<file path="src/rtl/lift_pkg.sv">
// Shared definitions for the freight-lift controller and its call scheduler:
// floor indices, motor codes, scheduler states.
package lift_pkg;

    localparam logic [1:0] P1 = 2'd0;
    localparam logic [1:0] P2 = 2'd1;
    localparam logic [1:0] P3 = 2'd2;

    localparam logic [1:0] STOP = 2'b00;
    localparam logic [1:0] UP   = 2'b01;
    localparam logic [1:0] DN   = 2'b10;

    localparam logic [3:0] DISP_OFF = 4'hF;

    typedef enum logic [2:0] {
        IDLE,
        ISSUE,
        WAIT_MOVE,
        MOVING,
        DWELL
    } sched_state_t;

    function automatic logic [2:0] onehot3(input logic [1:0] f);
        return 3'b001 << f;
    endfunction

endpackage

</file>
<file path="src/rtl/dwell_timer.sv">
// Loading-time counter: load arms a DWELL_CYCLES-long window, done is high
// once the window has elapsed. Counts down and sticks at zero.
module dwell_timer #(
    parameter int DWELL_CYCLES = 50_000_000,
    parameter int CNT_W        = 26
) (
    input  logic clk,
    input  logic rst,
    input  logic load,
    input  logic en,
    output logic done
);

    if (DWELL_CYCLES < 1 || ((DWELL_CYCLES - 1) >> CNT_W) != 0) begin : g_bad_cnt_w
        $error("dwell_timer: CNT_W=%0d cannot hold DWELL_CYCLES-1=%0d", CNT_W, DWELL_CYCLES - 1);
    end

    localparam logic [CNT_W-1:0] LOAD_VAL = CNT_W'(DWELL_CYCLES - 1);

    logic [CNT_W-1:0] cnt;

    always_ff @(posedge clk) begin
        if (rst)
            cnt <= '0;
        else if (load)
            cnt <= LOAD_VAL;
        else if (en && cnt != '0)
            cnt <= cnt - CNT_W'(1);
    end

    assign done = (cnt == '0);

endmodule

</file>
<file path="src/rtl/call_scheduler.sv">
// Floor-call scheduler in front of the lift fsm: latches calls, picks the next
// floor with a SCAN policy, pulses the fsm button and follows the car to arrival.
module call_scheduler
    import lift_pkg::*;
#(
    parameter int DWELL_CYCLES = 50_000_000,
    parameter int CNT_W        = 26,
    parameter int START_TMO    = 8
) (
    input  logic       clk,
    input  logic       rst,
    input  logic [2:0] call_btn,
    input  logic [2:0] endstop,
    input  logic [1:0] motor,
    output logic [2:0] req,
    output logic [2:0] pending,
    output logic [1:0] cur_floor,
    output logic       busy
);

    if (START_TMO < 1) begin : g_bad_tmo
        $error("call_scheduler: START_TMO must be at least 1");
    end

    localparam int TMO_W = $clog2(START_TMO + 1);

    sched_state_t     state;
    logic [2:0]       btn_q;
    logic [2:0]       rise;
    logic [2:0]       clr;
    logic [1:0]       target;
    logic             dir;        // 1 = up
    logic [TMO_W-1:0] tmo;

    logic             up_ok, dn_ok;
    logic [1:0]       up_floor, dn_floor;
    logic [1:0]       sel_floor;
    logic             sel_dir;
    logic             arrive;
    logic             dw_load;
    logic             dw_done;

    assign rise   = call_btn & ~btn_q;
    assign arrive = (motor == STOP) && endstop[target];
    assign busy   = (state != IDLE);

    // Nearest pending floor on each side of the car; keep heading while
    // there is work ahead, otherwise turn around.
    always_comb begin
        up_ok    = 1'b0;
        up_floor = cur_floor;
        dn_ok    = 1'b0;
        dn_floor = cur_floor;
        case (cur_floor)
            P1: begin
                if (pending[P2]) begin
                    up_ok    = 1'b1;
                    up_floor = P2;
                end else if (pending[P3]) begin
                    up_ok    = 1'b1;
                    up_floor = P3;
                end
            end
            P2: begin
                if (pending[P3]) begin
                    up_ok    = 1'b1;
                    up_floor = P3;
                end
                if (pending[P1]) begin
                    dn_ok    = 1'b1;
                    dn_floor = P1;
                end
            end
            default: begin
                if (pending[P2]) begin
                    dn_ok    = 1'b1;
                    dn_floor = P2;
                end else if (pending[P1]) begin
                    dn_ok    = 1'b1;
                    dn_floor = P1;
                end
            end
        endcase
        if (dir ? up_ok : !dn_ok) begin
            sel_floor = up_floor;
            sel_dir   = 1'b1;
        end else begin
            sel_floor = dn_floor;
            sel_dir   = 1'b0;
        end
    end

    // Calls that get served this cycle; the clear beats a same-cycle set.
    always_comb begin
        clr     = '0;
        dw_load = 1'b0;
        case (state)
            IDLE, DWELL: begin
                if (pending[cur_floor]) begin
                    clr     = onehot3(cur_floor);
                    dw_load = 1'b1;
                end
            end
            MOVING: begin
                if (arrive) begin
                    clr     = onehot3(target);
                    dw_load = 1'b1;
                end
            end
            default: ;
        endcase
    end

    dwell_timer #(
        .DWELL_CYCLES(DWELL_CYCLES),
        .CNT_W       (CNT_W)
    ) u_dwell (
        .clk (clk),
        .rst (rst),
        .load(dw_load),
        .en  (state == DWELL),
        .done(dw_done)
    );

    always_ff @(posedge clk) begin
        if (rst) begin
            state     <= IDLE;
            req       <= '0;
            pending   <= '0;
            btn_q     <= '0;
            cur_floor <= P1;
            target    <= P1;
            dir       <= 1'b1;
            tmo       <= '0;
        end else begin
            req     <= '0;
            btn_q   <= call_btn;
            pending <= (pending | rise) & ~clr;
            case (state)
                IDLE: begin
                    if (pending[cur_floor]) begin
                        state <= DWELL;
                    end else if (pending != '0) begin
                        target <= sel_floor;
                        dir    <= sel_dir;
                        req    <= onehot3(sel_floor);
                        state  <= ISSUE;
                    end
                end
                ISSUE: begin
                    tmo   <= '0;
                    state <= WAIT_MOVE;
                end
                WAIT_MOVE: begin
                    if (motor != STOP)
                        state <= MOVING;
                    else if (tmo == TMO_W'(START_TMO - 1))
                        state <= IDLE;   // call stays pending and is retried
                    else
                        tmo <= tmo + TMO_W'(1);
                end
                MOVING: begin
                    if (arrive) begin
                        cur_floor <= target;
                        if (target == P1)
                            dir <= 1'b1;
                        else if (target == P3)
                            dir <= 1'b0;
                        else
                            dir <= (target > cur_floor);
                        state <= DWELL;
                    end
                end
                DWELL: begin
                    if (!pending[cur_floor] && dw_done)
                        state <= IDLE;
                end
                default: state <= IDLE;
            endcase
        end
    end

    a_req_onehot: assert property (@(posedge clk) disable iff (rst) $onehot0(req));
    a_req_issue:  assert property (@(posedge clk) disable iff (rst) (req != '0) |-> (state == ISSUE));

endmodule

</file>
<file path="config.mk">
export PLATFORM = sky130hd
export DESIGN_NAME = call_scheduler
export DESIGN_NICKNAME = d
export VERILOG_FILES = /design/src/rtl/lift_pkg.sv /design/src/rtl/dwell_timer.sv /design/src/rtl/call_scheduler.sv
export SDC_FILE = /design/constraint.sdc
export NUM_CORES = 1
export LEC_CHECK = 0
export CORE_MARGIN = 4
export CORE_UTILIZATION = 40
export CTS_CLUSTER_SIZE = 30
export DETAILED_ROUTE_END_ITERATION = 8
export HOLD_SLACK_MARGIN = 0.03
export PLACE_DENSITY = 0.58
export SYNTH_ARGS = -nofsm -noshare
export SYNTH_HDL_FRONTEND = slang
export SYNTH_SLANG_ARGS = --single-unit
</file>
<file path="constraint.sdc">
create_clock -name clk -period 2.51 [get_ports clk]
set_input_delay 0.502 -clock clk [delete_from_list [all_inputs] [get_ports clk]]
set_output_delay 0.502 -clock clk [all_outputs]
set_load 0.02 [all_outputs]
</file>
==> out/qor.yml <==
global_route:
  grt_max_degree: 29
  grt_pass1_vias: 2102
  grt_pass1_wl_um: 10200
  grtUsageTotal_pct: 16.7
  antenna_found_initial: 0
  overflow: 0
place:
  gp_congestion: 0.859
  io_buffers: 18
  hpwl_um: 4120
  dp_cells: 382
critical_path:
  crit_fanout: 12
  worstPathRequired_ns: 2.74
  crit_arrival_ns: 2.55
  reg2reg_depth: 5
  worst_setup_path_end_kind: "flip-flop"
  path_class: "reg -> reg"
  start_kind: "flip-flop"
timing:
  finalSetupTns_ns: 0
  finalSetupViolations: 0
  worstMarginPinSlew_ns: 0.549
  min_period_ns: 2.33
  clock.fmax_mhz: 430
  relSlewSlack_pct: 63.1
  hold_viol: 0
  drv_slew: 0
  min_period_over_period_pct: 92.7
  rsz0062_at_grt: "no"
  finClkSkew_ns: 0.00910
cts:
  cts_buffer_depth: 2
  clkSinkCount: 47
  clock_latency_ns: 0.29
  postCtsHoldBufs: 0
  ctsHtreeMaxLevel: 2
  ctsResizeCount: 0
  cts_made_buffers: 5
  cts_tree: "done"
  cts_setup_buffers: 0
  clockRootBuffer: "clkbuf_8"
  clkTransAtPathRegs_ns: 0.08
layout:
  finalNonFillerCells: 388
  seqCellArea_sq_um: 941
  n_antenna_cell: 0
  multiInputGateArea_sq_mm: 0.00143
  fin_nets: 329
  layout-drive-gt1-share_pct: 13.4
  fill_cells: 597
  syn2layout_area_growth_pct: 15.8
logic_synthesis:
  syn_nets: 306
  netlist_area_sq_mm: 0.00250
  synthTopCellsByCount: "dfxtp_1 (47), a21oi_1 (22), o31ai_1 (19)"
  ys_types: 53
  synth_edf_count: 0
  yosysSeqAreaShare_pct: 37.6
  ys.warnings.count: 0
  yosysMostFrequentCell: "dfxtp_1"
  ys_top_cells_by_area: "dfxtp_1 (38%), o31ai_1 (5.7%), a31oi_1 (4.5%), or4_1 (4.5%), a21oi_1 (4.4%)"
  synth_seq_cells: 47
  syn-instance-count: 291
  synthArstFlopShare_pct: 0
  synth_top_flop_cell: "dfxtp_1"
  synth_area_per_cell_sq_um: 8.60
  synth_largest_area_cell: "dfxtp_1"
  synth_top_area_share_pct: 37.6
pwr:
  vdd_ir_drop_max_uv: 340
  p_leak_nw: 1.03
  power_density_mw_per_mm2: 772
drt:
  final_antenna_net_count: 0
  vias: 2288
  wl_per_cell_um: 15.2
  drtIter0Drc: 102
  dr.pass1.iters: 4
  wl_um: 5910
  drc: 0
  vias_per_cell: 5.90
outcome:
  status: "complete, no violations"
run:
  maxCapViolCount: 0
floorplan:
  initial_core_util_pct: 41.8
  die_area_sq_mm: 0.00759
  io_pins: 19
  die_x_um: 87.1
  num_rows: 28
  core-area_sq_mm: 0.00599
  chipHeight_um: 87.1
hold_path:
  min_path_type: "reg -> reg"
  hold_depth: 2
[cell usage in the layout, fill, tap and decap left out, types with 5 or more instances in the layout]
cell	Yosys	final
dfxtp_1	47	47
a21oi_1	22	22
a31oi_1	18	18
o31ai_1	19	18
clkdlybuf4s50_1	0	18
buf_4	0	18
or4_1	15	15
inv_1	12	12
nand2_1	12	12
or3_1	10	10
nor2_1	10	10
o21ai_0	10	10
nor3_1	9	9
nor2b_1	8	8
nor4_1	7	7
or2_2	6	6
ha_1	5	5
clkbuf_8	0	5
[layout make-up]
| cell class | instances | area share, % |
|---|---|---|
| flip-flops and latches | 47 | 32.5 |
| clock buffers | 6 | 2.50 |
| multi-input cells | 212 | 49.4 |
| repair buffers | 36 | 10.9 |
| inverters | 12 | 1.55 |
| well taps | 75 | 3.24 |
[critical path, stage by stage (launching register included)]
cell     delay (ns)
dfxtp_1        0.32
or3_4          0.39
or3_1          0.33
or4_4          0.57
or4_1          0.49
a31oi_1        0.16
[routing by layer]
metal | vias up | GRT usage (%) | routed length (um)
li1 | 1164 | - | -
met1 | 1080 | 24.5 | 3050
met2 | 36 | 23.7 | 2530
met3 | 8 | 3.78 | 236
met4 | 0 | 6.42 | 93
met5 | - | 0 | 0
[worst paths after layout]
| path | endpoint | slack (ns) | from |
|---|---|---|---|
| max | u_dwell.cnt[23] | 0.18 | u_dwell.cnt[2] |
| max reg2reg | u_dwell.cnt[23] | 0.18 | u_dwell.cnt[2] |
| min | u_dwell.cnt[24] | 0.48 | u_dwell.cnt[24] |
| min reg2reg | u_dwell.cnt[24] | 0.48 | u_dwell.cnt[24] |
[flip-flops by register name, summed over array words and instances (netlist names)]
| register | count |
|---|---|
| u_dwell.cnt | 26 |
| tmo | 4 |
| btn_q | 3 |
| pending | 3 |
| req | 3 |
| state | 3 |
| cur_floor | 2 |
| target | 2 |
| dir | 1 |
[where the power goes]
group	leakage (nW)	switching [mW]	internal [mW]	total [mW]
registers	0.385	0.102	0.838	0.940
clock network	0.0371	0.239	0.186	0.425
logic	0.607	0.487	0.386	0.873
total	1.03	0.828	1.41	2.24
[through the flow]
step	area [sq um]	util (%)	power (mW)	hold WS (ns)	worst slack [ns]
after floorplan	2500	-	1.56	0.446	0.117
after global placement	2830	47.2	1.82	0.456	0.217
after detailed placement	2830	47.2	1.82	0.468	0.207
after CTS	2900	48.4	2.25	0.479	0.179
after global routing	2900	48.4	2.40	0.516	0.0457
final	2900	48.4	2.24	0.475	0.184
[kinds of logic after synthesis]
kind of cell	synth area share, %
and+or+nand+nor	26.6
AOI/OAI and AO/OA	24.3
DFF	37.6
adders and majority gates	2.50
xor gates and xnor gates	1.05
muxes	2.55
buffers and inverters	5.45
Power figures use the tool's default switching activity.
